$ cat config.mk
export PLATFORM = sky130hd
export DESIGN_NAME = div_seq
export DESIGN_NICKNAME = d
export VERILOG_FILES = /design/src/rtl/div_seq.sv
export SDC_FILE = /design/constraint.sdc
export NUM_CORES = 1
export LEC_CHECK = 0
export ABC_AREA = 1
export CORE_ASPECT_RATIO = 0.9
export CORE_MARGIN = 2
export CORE_UTILIZATION = 45
export DETAILED_ROUTE_END_ITERATION = 8
export PLACE_DENSITY = 0.64
export SKIP_LAST_GASP = 1
export SYNTH_ARGS = -nofsm -noshare
export SYNTH_HDL_FRONTEND = slang
export SYNTH_SLANG_ARGS = --single-unit
export TNS_END_PERCENT = 5
$ cat constraint.sdc
create_clock -name clk -period 4.9 [get_ports clk]
set_input_delay 0.98 -clock clk [delete_from_list [all_inputs] [get_ports clk]]
set_output_delay 0.98 -clock clk [all_outputs]
set_load 0.1 [all_outputs]
$ cat src/rtl/div_seq.sv
// Multi-cycle restoring divider for DIV/DIVU/REM/REMU with RISC-V special-case handling.
// Optional early-out for |a| < |b| is enabled by defining DIV_SEQ_EARLY_OUT_EN.
module div_seq #(
  parameter int XLEN   = 32,
  parameter int UNROLL = 1
) (
  input  logic            clk,
  input  logic            reset_n,
  input  logic            flush,
  input  logic            req_valid,
  output logic            req_ready,
  input  logic [1:0]      req_op,
  input  logic [XLEN-1:0] req_a,
  input  logic [XLEN-1:0] req_b,
  output logic            resp_valid,
  input  logic            resp_ready,
  output logic [XLEN-1:0] resp_result,
  output logic            busy
);

  localparam int ITERS = XLEN / UNROLL;
  localparam int CW    = $clog2(ITERS + 1);

  typedef enum logic [2:0] {IDLE, PREP, ITER, FIX, DONE} state_t;

  state_t          state, state_nx;
  logic [1:0]      op_q;
  logic [XLEN-1:0] quo, dvs, rem, result_q;
  logic [CW-1:0]   cnt;
  logic            qneg, rneg;

  logic            sgn, div0, ovf, early;
  logic [XLEN-1:0] abs_a, abs_b, q_it, r_it, fix_val;
  logic [XLEN:0]   sh, trial;

  assign sgn   = ~op_q[0];
  assign abs_a = (sgn && quo[XLEN-1]) ? -quo : quo;
  assign abs_b = (sgn && dvs[XLEN-1]) ? -dvs : dvs;
  assign div0  = (req_b == '0);
  assign ovf   = ~req_op[0] && (req_a == {1'b1, {(XLEN-1){1'b0}}}) && (req_b == '1);

`ifdef DIV_SEQ_EARLY_OUT_EN
  assign early = (abs_a < abs_b);
`else
  assign early = 1'b0;
`endif

  assign req_ready   = (state == IDLE) && !flush;
  assign resp_valid  = (state == DONE);
  assign busy        = (state != IDLE);
  assign resp_result = result_q;

  // UNROLL restoring steps per cycle; the remainder is always < divisor, so XLEN+1 bits hold the shift.
  always_comb begin
    r_it  = rem;
    q_it  = quo;
    sh    = '0;
    trial = '0;
    for (int unsigned i = 0; i < UNROLL; i++) begin
      sh    = {r_it, q_it[XLEN-1]};
      trial = sh - {1'b0, dvs};
      q_it  = {q_it[XLEN-2:0], ~trial[XLEN]};
      r_it  = trial[XLEN] ? sh[XLEN-1:0] : trial[XLEN-1:0];
    end
  end

  always_comb begin
    fix_val = op_q[1] ? (rneg ? -rem : rem) : (qneg ? -quo : quo);
  end

  always_comb begin
    state_nx = state;
    if (flush) begin
      state_nx = IDLE;
    end else begin
      case (state)
        IDLE: if (req_valid) state_nx = (div0 || ovf) ? DONE : PREP;
        PREP: state_nx = early ? FIX : ITER;
        ITER: if (cnt == CW'(1)) state_nx = FIX;
        FIX:  state_nx = DONE;
        DONE: if (resp_ready) state_nx = IDLE;
        default: state_nx = IDLE;
      endcase
    end
  end

  always_ff @(posedge clk or negedge reset_n) begin
    if (!reset_n) state <= IDLE;
    else          state <= state_nx;
  end

  always_ff @(posedge clk or negedge reset_n) begin
    if (!reset_n) begin
      op_q     <= '0;
      quo      <= '0;
      dvs      <= '0;
      rem      <= '0;
      result_q <= '0;
      cnt      <= '0;
      qneg     <= 1'b0;
      rneg     <= 1'b0;
    end else if (!flush) begin
      case (state)
        IDLE: if (req_valid) begin
          op_q <= req_op;
          quo  <= req_a;
          dvs  <= req_b;
          if (div0)     result_q <= req_op[1] ? req_a : '1;
          else if (ovf) result_q <= req_op[1] ? '0 : req_a;
        end
        PREP: begin
          qneg <= sgn & (quo[XLEN-1] ^ dvs[XLEN-1]);
          rneg <= sgn & quo[XLEN-1];
          dvs  <= abs_b;
          cnt  <= CW'(ITERS);
          if (early) begin
            rem <= abs_a;
            quo <= '0;
          end else begin
            rem <= '0;
            quo <= abs_a;
          end
        end
        ITER: begin
          rem <= r_it;
          quo <= q_it;
          cnt <= cnt - CW'(1);
        end
        FIX: result_q <= fix_val;
        default: ;
      endcase
    end
  end

endmodule
==> out/results.tsv <==
metric	value	unit
Multi-input gate area	8540	µm²
Via density	5.72	
Flop pwr share	0.215	
switching power share of the total	0.588	
area taken by flip-flops and latches	3530	µm²
Setup TNS	0	ns
via count	16026	
nets@finish	2493	
r2r endpoint	rem[31]	
Int Power	3.92	mW
H-tree Lvls	4	
Mapped Cells	2315	
Yosys warnings	0	
pin count of the biggest net entering global routing	91	
fin cells	2800	
GPL Wtd Cong	1.08	
DR iter-0 viols	2077	
clock share of power	0.140	
Starting Density	0.455	
Synth async-reset ratio	1.00	
Area growth, synth to finish	14.4	%
HP Start	resp_result[5]	
GR Util met2	0.498	
global-route wire length before repair	85200	µm
Boundary Pins	106	
Tmin final	3.68	ns
GR Layer Usage met3	0.115	
Residual DRC	0	
fmax	272	MHz
number of nets with antenna violations after routing	0	
Fillers	3222	
critical path class	flip-flop to output pin	
Power per Cell Area	614	nW/µm²
Comb power frac	0.645	
register area share after synthesis	0.260	
Die Y	169	µm
root buf cell	clkbuf_16	
M1 GR Usage	0.522	
Worst Hold End	resp_result[5]	
worst skew pair latency	0.45	ns
number of synthesized flops with an enable pin	0	
Worst Skew	0.0123	ns
Die W	187	µm
final setup violation count	0	
GR peak layer	met1	
period utilisation layout	0.752	
Netlist Area Pre-Place	13600	µm²
hpwl dp	44400	µm
GRT Util Overall	0.354	
worst path required time	3.92	ns
most common cell in the netlist	nand2_1	
# diodes	0	
share of the synthesized area in the top cell type	0.260	
critical path endpoint category	output pin	
Worst Tran Pin Value	1.13	ns
CTS resizes	0	
postcts setup bufs	0	
clk sinks	141	
unrepaired setup endpoints after global routing	false	
status	finished clean	
CTS tree	built	
post-placement cell count	2768	
Num CTS Buffers	17	
Primary FF master, synth	dfrtp_1	
Pins Over Slew Limit	0	
Rows	60	
top cells by count, synth	nand2_1, inv_1, nand3_1, nor2_1, dfrtp_1	
Lkg Pwr	8.10	nW
Final Hold Viols	0	
RR Startpoint	quo[31]	
Syn Area/Cell	5.86	µm²
core area	29800	µm²
Synthesized Nets	2424	
final wirelength	56300	µm
Clock Tree Buf Depth	2	
slew margin rel.	0.239	
antenna violations before repair	1	
cts hold-fix bufs	0	
Critical Path AT	2.70	ns
Max Cap Viol	0	
R2R Setup Slk	1.96	ns
share of cells above drive strength 1	0.0467	
drt pass-1 iters	6	
Synth Register Bits	141	
die footprint	31500	µm²
CP startpoint kind	flip-flop	
Synth area leaders	dfrtp_1, nand2_1, nand3_1	
vias in the first global route	14401	
Hold WC Path Type	flip-flop to flip-flop	
gr ovfl total	0	
CP max FO	7	
Synth cell types	48	
Worst-path clk slew	0.07	ns
Worst R2R Path Depth	17	
IO Port Bufs	105	
sw power	5.60	mW
drt wl/cell	20.1	µm
Hold Path Stages	2	
Worst VDD drop	465	µV
Final Util	0.520	
largest area contributor in the netlist	dfrtp_1	
==> cells by family (layout without fill, tap and decap cells) <==
group	Yosys count	in the layout	share of synthesized area
AOI/OAI and AO/OA	310	310	0.133
buffers and inverters	386	468	0.111
DFF	141	141	0.260
adders and majority gates	38	38	0.0356
and+or+nand+nor	1403	1403	0.437
xor gates and xnor gates	37	37	0.0239
==> registers in the layout (all words and copies together), names as in the netlist <==
register / cells
dvs: 32
resp_result: 32
state: 3
quo: 32
rem: 32
cnt: 6
qneg: 1
op_q: 2
rneg: 1
==> power by group through the flow <==
| stage | Combinational [mW] | Sequential [mW] | Clock (mW) |
|---|---|---|---|
| global route | 6.64 | 2.09 | 1.40 |
| floorplan | 3.44 | 2.67 | 0 |
| CTS | 5.97 | 2.03 | 1.34 |
| finish | 6.14 | 2.04 | 1.34 |
| global placement | 5.92 | 2.04 | 0 |
| detailed placement | 5.95 | 2.04 | 0 |
==> worst max-delay path by stage <==
stage          startpoint  cells after the start               to  slack, ns
2_1_floorplan    state[0]                      5        req_ready       2.02
3_3_place_gp    req_a[18]                     13  resp_result[29]       1.15
3_5_place_dp    req_a[18]                     13  resp_result[18]       1.13
4_1_cts          state[0]                      5             busy       1.22
5_1_grt          state[0]                      5             busy       1.12
6_report         state[0]                      5             busy       1.22
==> cell type report <==
type	instances	area share
timing repair buffer	121	0.0754
tap	403	0.0325
clock inverter	15	0.0103
clock buffer	17	0.0274
multi-input combinational	1788	0.551
sequential	141	0.228
inverter	315	0.0762
==> critical path, cell delays in order, from the launching register on <==
cell             delay [ns]
dfrtp_1                0.53
inv_2                  0.13
nand2_1                0.22
nor2_2                 0.09
inv_2                  0.11
clkdlybuf4s50_1        1.16
==> cell usage in the layout (no fill, tap or decap), types with 4 or more instances in the layout <==
master           count
o221ai_1            11
clkbuf_16           17
and2_1               5
xnor2_1             13
clkdlybuf4s50_1    103
nor2_1             238
o21bai_1             5
xor2_1              24
o21ai_1             30
nand2_4              4
o211ai_1            21
a22oi_1             26
nor3_1              31
a21oi_1             96
nand3_1            253
clkinvlp_4           4
dfrtp_1            140
ha_1                37
inv_6                4
inv_1              294
nand2_1            789
nand4_1             42
nor2_2               8
o22ai_1             20
buf_4               17
inv_2               21
o21ai_0             90
nand2_2             13
==> through the flow <==
stage | power [mW] | hold slack, ns | area (µm²) | setup slack [ns]
detailed placement | 7.99 | 0.468 | 14900 | 1.13
finish | 9.52 | 0.486 | 15500 | 1.22
floorplan | 6.11 | 0.456 | 13600 | 2.02
global placement | 7.96 | 0.472 | 14900 | 1.15
global route | 10.1 | 0.507 | 15500 | 1.12
CTS | 9.34 | 0.487 | 15500 | 1.22
==> per-layer routing <==
metal  vias up  part of all wire
li1       7601                 -
met1      7564              0.46
met2       788              0.40
met3        69              0.12
met4         4             0.018
met5         -            0.0013
Note: power is estimated with default switching activity, not from simulation.
